**config.mk**
```make
export PLATFORM = sky130hd
export DESIGN_NAME = divider_arbiter
export DESIGN_NICKNAME = d
export VERILOG_FILES = /design/src/rtl/divider_arbiter.sv
export SDC_FILE = /design/constraint.sdc
export NUM_CORES = 1
export LEC_CHECK = 0
export CORE_MARGIN = 2
export CORE_UTILIZATION = 35
export DETAILED_ROUTE_END_ITERATION = 6
export GPL_TIMING_DRIVEN = 0
export SLEW_MARGIN = 10
export SYNTH_ARGS = -nofsm -noshare
export SYNTH_HDL_FRONTEND = slang
export SYNTH_SLANG_ARGS = --single-unit
export TNS_END_PERCENT = 1
```
**constraint.sdc**
```tcl
create_clock -name clk -period 5.35 [get_ports clk]
set_input_delay 1.07 -clock clk [delete_from_list [all_inputs] [get_ports clk]]
set_output_delay 1.07 -clock clk [all_outputs]
set_load 0.03 [all_outputs]
```
**src/rtl/divider_arbiter.sv**
```systemverilog
// Round-robin front end sharing one external divider among NUM_REQ requesters; one op in flight,
// turnaround 1 + 1 + divider latency + 1 cycles; req_ready only in IDLE, RESP holds until rsp_ready.
module divider_arbiter #(
  parameter int NUM_REQ        = 4,
  parameter int DIVIDEND_BITS  = 5,
  parameter int DIVISOR_BITS   = 4,
  parameter int TIMEOUT_CYCLES = DIVIDEND_BITS + 4
) (
  input  logic                              clk,
  input  logic                              rst_n,
  input  logic [NUM_REQ-1:0]                req_valid,
  input  logic [NUM_REQ*DIVIDEND_BITS-1:0]  req_dividend,
  input  logic [NUM_REQ*DIVISOR_BITS-1:0]   req_divisor,
  output logic [NUM_REQ-1:0]                req_ready,
  output logic                              rsp_valid,
  input  logic                              rsp_ready,
  output logic [$clog2(NUM_REQ)-1:0]        rsp_id,
  output logic [DIVIDEND_BITS-1:0]          rsp_quotient,
  output logic [DIVISOR_BITS-1:0]           rsp_remainder,
  output logic                              rsp_error,
  output logic                              rsp_timeout,
  output logic [DIVIDEND_BITS-1:0]          div_dividend,
  output logic [DIVISOR_BITS-1:0]           div_divisor,
  output logic                              div_start,
  input  logic [DIVIDEND_BITS-1:0]          div_quotient,
  input  logic [DIVISOR_BITS-1:0]           div_remainder,
  input  logic                              div_error,
  input  logic                              div_done,
  output logic                              busy
);

  localparam int IDW = $clog2(NUM_REQ);
  localparam int CW  = $clog2(TIMEOUT_CYCLES + 1);
  localparam logic [CW-1:0] CNT_LAST = CW'(TIMEOUT_CYCLES - 1);

  typedef enum logic [1:0] {S_IDLE, S_ISSUE, S_WAIT, S_RESP} state_t;

  state_t                   r_state;
  state_t                   w_next;
  logic [IDW-1:0]           r_ptr;
  logic [IDW-1:0]           r_id;
  logic [DIVIDEND_BITS-1:0] r_dividend;
  logic [DIVISOR_BITS-1:0]  r_divisor;
  logic [DIVIDEND_BITS-1:0] r_quot;
  logic [DIVISOR_BITS-1:0]  r_rem;
  logic                     r_err;
  logic                     r_tmo;
  logic [CW-1:0]            r_cnt;

  logic                     w_gnt_vld;
  logic [IDW-1:0]           w_gnt_idx;
  logic [DIVIDEND_BITS-1:0] w_sel_dividend;
  logic [DIVISOR_BITS-1:0]  w_sel_divisor;

  function automatic int rr_idx(input logic [IDW-1:0] ptr, input int k);
    return (int'(ptr) + k) % NUM_REQ;
  endfunction

  // Search starts just after the last winner so every requester is served in turn.
  always_comb begin
    w_gnt_vld      = 1'b0;
    w_gnt_idx      = '0;
    w_sel_dividend = '0;
    w_sel_divisor  = '0;
    for (int k = 1; k <= NUM_REQ; k++) begin
      if (!w_gnt_vld && req_valid[rr_idx(r_ptr, k)]) begin
        w_gnt_vld      = 1'b1;
        w_gnt_idx      = IDW'(rr_idx(r_ptr, k));
        w_sel_dividend = req_dividend[rr_idx(r_ptr, k)*DIVIDEND_BITS +: DIVIDEND_BITS];
        w_sel_divisor  = req_divisor[rr_idx(r_ptr, k)*DIVISOR_BITS +: DIVISOR_BITS];
      end
    end
  end

  always_comb begin
    req_ready = '0;
    if (rst_n && r_state == S_IDLE && w_gnt_vld) begin
      req_ready[w_gnt_idx] = 1'b1;
    end
  end

  always_ff @(posedge clk or negedge rst_n) begin
    if (!rst_n) begin
      r_state <= S_IDLE;
    end else begin
      r_state <= w_next;
    end
  end

  always_comb begin
    w_next       = r_state;
    div_start    = 1'b0;
    rsp_valid    = 1'b0;
    busy         = 1'b1;
    div_dividend = '0;
    div_divisor  = '0;
    case (r_state)
      S_IDLE: begin
        busy = 1'b0;
        if (w_gnt_vld) begin
          w_next = (w_sel_divisor == '0) ? S_RESP : S_ISSUE;
        end
      end
      S_ISSUE: begin
        div_start    = 1'b1;
        div_dividend = r_dividend;
        div_divisor  = r_divisor;
        w_next       = S_WAIT;
      end
      S_WAIT: begin
        div_dividend = r_dividend;
        div_divisor  = r_divisor;
        if (div_done || r_cnt == CNT_LAST) begin
          w_next = S_RESP;
        end
      end
      S_RESP: begin
        rsp_valid = 1'b1;
        if (rsp_ready) begin
          w_next = S_IDLE;
        end
      end
      default: w_next = S_IDLE;
    endcase
  end

  // div_done is only looked at in WAIT, so stale or abandoned completions fall through.
  always_ff @(posedge clk or negedge rst_n) begin
    if (!rst_n) begin
      r_ptr      <= IDW'(NUM_REQ - 1);
      r_id       <= '0;
      r_dividend <= '0;
      r_divisor  <= '0;
      r_quot     <= '0;
      r_rem      <= '0;
      r_err      <= 1'b0;
      r_tmo      <= 1'b0;
      r_cnt      <= '0;
    end else begin
      case (r_state)
        S_IDLE: begin
          if (w_gnt_vld) begin
            r_ptr      <= w_gnt_idx;
            r_id       <= w_gnt_idx;
            r_dividend <= w_sel_dividend;
            r_divisor  <= w_sel_divisor;
            r_quot     <= '0;
            r_rem      <= '0;
            r_err      <= (w_sel_divisor == '0);
            r_tmo      <= 1'b0;
            r_cnt      <= '0;
          end
        end
        S_ISSUE: r_cnt <= '0;
        S_WAIT: begin
          if (div_done) begin
            r_quot <= div_quotient;
            r_rem  <= div_remainder;
            r_err  <= div_error;
          end else if (r_cnt == CNT_LAST) begin
            r_err <= 1'b1;
            r_tmo <= 1'b1;
          end else begin
            r_cnt <= r_cnt + 1'b1;
          end
        end
        default: ;
      endcase
    end
  end

  assign rsp_id        = r_id;
  assign rsp_quotient  = r_quot;
  assign rsp_remainder = r_rem;
  assign rsp_error     = r_err;
  assign rsp_timeout   = r_tmo;

endmodule

```
==> run metrics, run 1 <==
largest net degree at the start of global routing 33; hold buffers post-CTS 0; RSZ-0062 raised after global routing no; relative slew slack 38.0%; fill count 761; arrival time of the worst setup path 4.02 ns; WP data required 4.28 ns; layout cells sized above 1 13.3%; Avg WL per Cell 15.7 um; EDFF count, synth 0; Synth Area in Adders 3.07%; Yosys top cell by area dfrtp_1; GRT Resource Usage Total 18.2%; H-tree Lvls 2; simple-gate share of the synthesized area 21.1%; Die Area 0.00889 mm^2; first-pass GRT wire length 13000 um; CP Max Fanout 10; FMAX 196 MHz; Post-CTS Setup Bufs 0; count leader, synth nand2_1; WHS Path Cells 2; Synth async-reset ratio 100%; Mapped Area 0.00285 mm^2; Setup crit start kind input port; placed wire-length estimate 6090 um; mux cell area share after synthesis 19.9%; remaining global-route overflow 0; Clock Latency Late Sink 0.28 ns; vias per cell 5.40; clock skew 0.00455 ns; diode count 0; register bit total from synthesis 30; I/O pin cnt 83; 1st-pass router iterations 4; final setup fails 0; Starting Density 36.6%; FP Rows 32; crit end category primary output; dpl ws 0.224 ns; Synth Flop Type dfrtp_1; max cap viols 0; vias in the first global route 2777; Clock Tree Buf Depth 2; P&R area growth vs syn 35.4%; period utilization 95.2%; Clock Sinks 30; initial antenna violation count 0; syn_nets 386; Yosys cell types 56; clk slew on worst S/H paths 0.06 ns; Buffers on Ports 80; measured slew at the worst slew-check pin 0.918 ns; routed wire length 8070 um; Worst Reg-to-Reg Cells 10; number of gates resized after CTS 0; largest family of logic cells by synthesized area compound AO/OA/AOI/OAI gates; nets@finish 473; core area 0.00781 mm^2; status finished, final reports clean; Die Ht 94.3 um; worst hold path type flop to flop; final setup margin 0.256 ns; maximum VDD drop 0.254 mV; pins over their slew limit 0; Die Width 94.3 um; GPL Wtd Cong 0.775; share of the synthesized area in the top cell type 24.6%; top post-synthesis cells by area dfrtp_1 25%, mux2i_1 10%, mux2_2 5.5%; PD cells 554 mW/mm^2; minimum clock period 5.09 ns; Fin. Hold Viols 0; Post-Synth XOR/XNOR Area 0%; synth cell count leaders 41 x nand2_1, 29 x mux2i_1, 28 x dfrtp_1; Via Count 2779; Syn Inst Count 325; TNS Setup 0 ns; WS Path Type input port to primary output; Yosys warnings 0; leakage power 1.55 nW; CTS Buf Count 5; root buf cell clkbuf_8; Seq/Total Area, Yosys 26.4%; CTS tree done; Compound-Gate Fraction of Synth Area 22.3%; Syn Area/Cell 8.78 um^2; drt drc 0; DRT antenna net count 0; DRT iter0 DRCs 81
[cell usage in the layout, fill, tap and decap left out, types with 6 or more instances in the layout]
cell type        netlist  routed
a21oi_1               16      16
and2_1                12      12
buf_2                  5       6
clkbuf_1               8      11
clkbuf_8               1       6
clkdlybuf4s50_1        0      79
dfrtp_1               28      28
ha_1                   7       7
inv_1                 14      14
mux2_2                14      14
mux2i_1               29      29
nand2_1               41      41
nor2_1                18      18
nor2b_1               12      12
o21ai_0               23      23
o221ai_1               6       6
[kinds of logic (layout without fill, tap and decap cells)]
group           after synthesis  after routing
flops                        30             30
buf+inv                      37            125
mux                          48             48
fa+ha+maj                     7              7
compound gates               90             90
simple gates                113            113
[metal layers]
metal / wire length [um] / global-route usage, % / up-vias
met5: 0 / 0 / -
met2: 3470 / 28.5 / 87
li1: - / - / 1376
met1: 3830 / 24.3 / 1304
met3: 617 / 5.30 / 12
met4: 154 / 5.92 / 0
[through the flow]
step	util, %	hold slack, ns	power [W]	instance area, um^2	cells
after floorplan	-	0.436	0.00149	2850	325
after global placement	48.4	0.472	0.00196	3780	507
after CTS	49.4	0.484	0.00216	3860	515
after global routing	49.5	0.514	0.00232	3860	515
final	49.5	0.477	0.00214	3860	515
after detailed placement	48.4	0.470	0.00197	3780	507
[final timing paths]
check	from	end	slack [ns]
setup / recovery	req_valid[1]	req_ready[1]	0.26
hold / removal	r_divisor[1]	r_divisor[1]	0.48
setup reg to reg	r_ptr[0]	r_dividend[4]	3.03
hold reg to reg	r_divisor[1]	r_divisor[1]	0.48
max in group asynchronous	rst_n	r_dividend[4]	4.04
min in group asynchronous	rst_n	rsp_quotient[2]	0.85
[flip-flops by register name, indices dropped and copies added, names as in the netlist]
name,count
rsp_remainder,4
r_divisor,4
r_cnt,4
rsp_id,2
rsp_quotient,5
rsp_timeout,1
r_state,2
rsp_error,1
r_dividend,5
r_ptr,2
[worst max-delay path, cell delays in order]
cell,delay (ns)
clkdlybuf4s50_1,0.50
buf_4,0.18
or3b_2,0.49
a21oi_4,0.26
nor2_1,0.17
a32oi_1,0.34
nand3_1,0.15
nor2b_1,0.16
clkdlybuf4s50_1,0.71
[report_power, final]
group / leakage [nW] / switching [W] / internal (W)
Combinational: 1.13 / 0.000884 / 0.000683
Clock: 0.0395 / 0.0000819 / 0.0000922
Sequential: 0.382 / 0.0000655 / 0.000335
[layout make-up]
| type | instances | area (um^2) | share of cell area [%] |
|---|---|---|---|
| timing repair buffer | 80 | 796 | 20.6 |
| clock buffer | 8 | 80.1 | 2.07 |
| tap | 102 | 128 | 3.30 |
| multi-input combinational | 258 | 1900 | 49.2 |
| inverter | 14 | 52.6 | 1.36 |
| buffer | 23 | 155 | 4.01 |
| sequential | 30 | 753 | 19.5 |
Note: power is estimated with default switching activity, not from simulation.
==> run 2, diff against run 1 <==
--- a/config.mk
+++ b/config.mk
@@ -8,6 +8,7 @@
 export CORE_MARGIN = 2
 export CORE_UTILIZATION = 35
 export DETAILED_ROUTE_END_ITERATION = 6
+export GPL_ROUTABILITY_DRIVEN = 0
 export GPL_TIMING_DRIVEN = 0
 export SLEW_MARGIN = 10
 export SYNTH_ARGS = -nofsm -noshare
==> results of run 2 <==
The final DEF is identical to that of run 1; final timing and power are the same.
==> run 3, diff against run 2 <==
--- a/config.mk
+++ b/config.mk
@@ -9,7 +9,7 @@
 export CORE_UTILIZATION = 35
 export DETAILED_ROUTE_END_ITERATION = 6
 export GPL_ROUTABILITY_DRIVEN = 0
-export GPL_TIMING_DRIVEN = 0
+export GPL_TIMING_DRIVEN = 1
 export SLEW_MARGIN = 10
 export SYNTH_ARGS = -nofsm -noshare
 export SYNTH_HDL_FRONTEND = slang
==> run 3 against run 2 <==
  * Clock-buffer cell count fell by 1
  * Utilization fell by 0.85 points
  * Power fell by 2.7%
  * Setup slack improved by 0.00089 ns
  * Fmax barely moved
  * Sequential power rose by 13%
  * Routed wire length fell by 5.1%
  * Via count fell by 2.0%
  * Critical endpoint is now req_ready[0]
  * Largest power group unchanged
  * Highest routed layer unchanged
==> run metrics, run 3 (same netlist as run 1, synthesis figures left out) <==
Via Count 2724; FF/Latch Area 753 um^2; placed wire-length estimate 5800 um; dpl cells 494; Buffers on Ports 82; CP max-delay cell clkdlybuf4s50_1; CTS tree done; placed instance area 0.00371 mm^2; vias per cell 5.43; diode count 0; leakage power 1.52 nW; relative slew slack 45.6%; I/O pin cnt 83; CP Max Fanout 10; dpl ws 0.294 ns; r2r setup slk 2.41 ns; Die Area 0.00889 mm^2; first-pass GRT wire length 12700 um; nets@finish 460; measured slew at the worst slew-check pin 0.816 ns; fill count 763; R2R Path End rsp_error; routed wire length 7660 um; vias in the first global route 2649; Setup crit start kind input port; DRT iter0 DRCs 109; commonest non-fill, non-tap cell in the layout clkdlybuf4s50_1; 1st-pass router iterations 5; status finished, final reports clean; FP Rows 32; core area 0.00781 mm^2; remaining global-route overflow 0; Clock Latency Late Sink 0.28 ns; Hold Path End r_dividend[1]; final setup fails 0; Post-CTS Setup Bufs 0; GRT Resource Usage Total 17.8%; Clock Sinks 30; RSZ-0062 raised after global routing no; Crit path largest cell delay 0.73 ns; root buf cell clkbuf_8; Avg WL per Cell 15.3 um; initial antenna violation count 0; period utilization 95.2%; drt drc 0; largest net degree at the start of global routing 40; hold_sp r_dividend[1]; layout cells sized above 1 12.3%; Multi-input gate area 0.00189 mm^2; Worst Reg-to-Reg Cells 6; clock skew 0.00407 ns; Die Ht 94.3 um; P&R area growth vs syn 33.1%; maximum VDD drop 0.272 mV; final setup margin 0.257 ns; fin cells 502; arrival time of the worst setup path 4.02 ns; PD cells 548 mW/mm^2; Clock Tree Buf Depth 2; Worst path most repeated cell clkdlybuf4s50_1; number of gates resized after CTS 0; clk slew on worst S/H paths 0.07 ns; WS Path Type input port to primary output; H-tree Lvls 2; pins over their slew limit 0; TNS Setup 0 ns; max cap viols 0; Fin. Hold Viols 0; worst hold path type flop to flop; CP delay by family, top buffers and inverters; Reg-to-Reg Start r_ptr[0]; FMAX 196 MHz; WHS Path Cells 2; CP cell instances clkdlybuf4s50_1 > and3b_1 > o21ai_0 > and2_1 > a32oi_1 > nand3b_1 > nor2b_1 > clkdlybuf4s50_1; hold buffers post-CTS 0; Die Width 94.3 um; WP data required 4.28 ns; Starting Density 36.6%; DRT antenna net count 0; minimum clock period 5.09 ns; Finished Cell Area 0.00380 mm^2; CTS Buf Count 5; Buf/Inv on CP 2; commonest cells after routing, fill and taps aside 82 x clkdlybuf4s50_1, 41 x nand2_1, 29 x mux2i_1; crit end category primary output
## run 3: power by group
part / switching, W / internal (W) / leakage (nW)
logic: 0.000803 / 0.000638 / 1.09
registers: 0.000116 / 0.000336 / 0.382
clock network: 0.0000860 / 0.000104 / 0.0482
total: 0.00101 / 0.00108 / 1.52
## run 3: worst max-delay path by stage
stage	from	slack (ns)	end	cells past startpoint
6_report	req_valid[2]	0.26	req_ready[0]	8
5_1_grt	req_valid[2]	0.04	req_ready[0]	8
4_1_cts	req_valid[2]	0.28	req_ready[0]	8
3_5_place_dp	req_valid[2]	0.29	req_ready[0]	8
3_3_place_gp	req_valid[2]	0.38	req_ready[0]	8
2_1_floorplan	req_valid[3]	1.47	req_ready[1]	7
## run 3: area by class of cell
| cell class | count | area share (%) |
|---|---|---|
| multi-input cells | 258 | 49.8 |
| clock inverters | 1 | 0.132 |
| well taps | 102 | 3.36 |
| clock buffers | 7 | 2.27 |
| inverters | 14 | 1.38 |
| flip-flops and latches | 30 | 19.8 |
| repair buffers | 90 | 23.2 |
## run 3: metal layers
metal | vias to the layer above | global-route usage [%] | wire length (um)
met5 | - | 0 | 0
met4 | 0 | 4.59 | 71
li1 | 1346 | - | -
met2 | 85 | 27.9 | 3430
met3 | 6 | 4.17 | 498
met1 | 1287 | 24.8 | 3660
## run 3: worst min-delay path, delay by kind of cell, from the launching register on
kind	cells	cell delay, ns
AOI/OAI and AO/OA	1	0.06
DFF	1	0.34
and+or+nand+nor	1	0.05
## run 3: through the flow
step           hold slack (ns)  power [W]  util, %
3_5_place_dp             0.465    0.00190     47.5
2_1_floorplan            0.436    0.00149        -
3_3_place_gp             0.468    0.00189     47.5
5_1_grt                  0.497    0.00225     48.7
4_1_cts                  0.486    0.00210     48.7
6_report                 0.480    0.00208     48.7
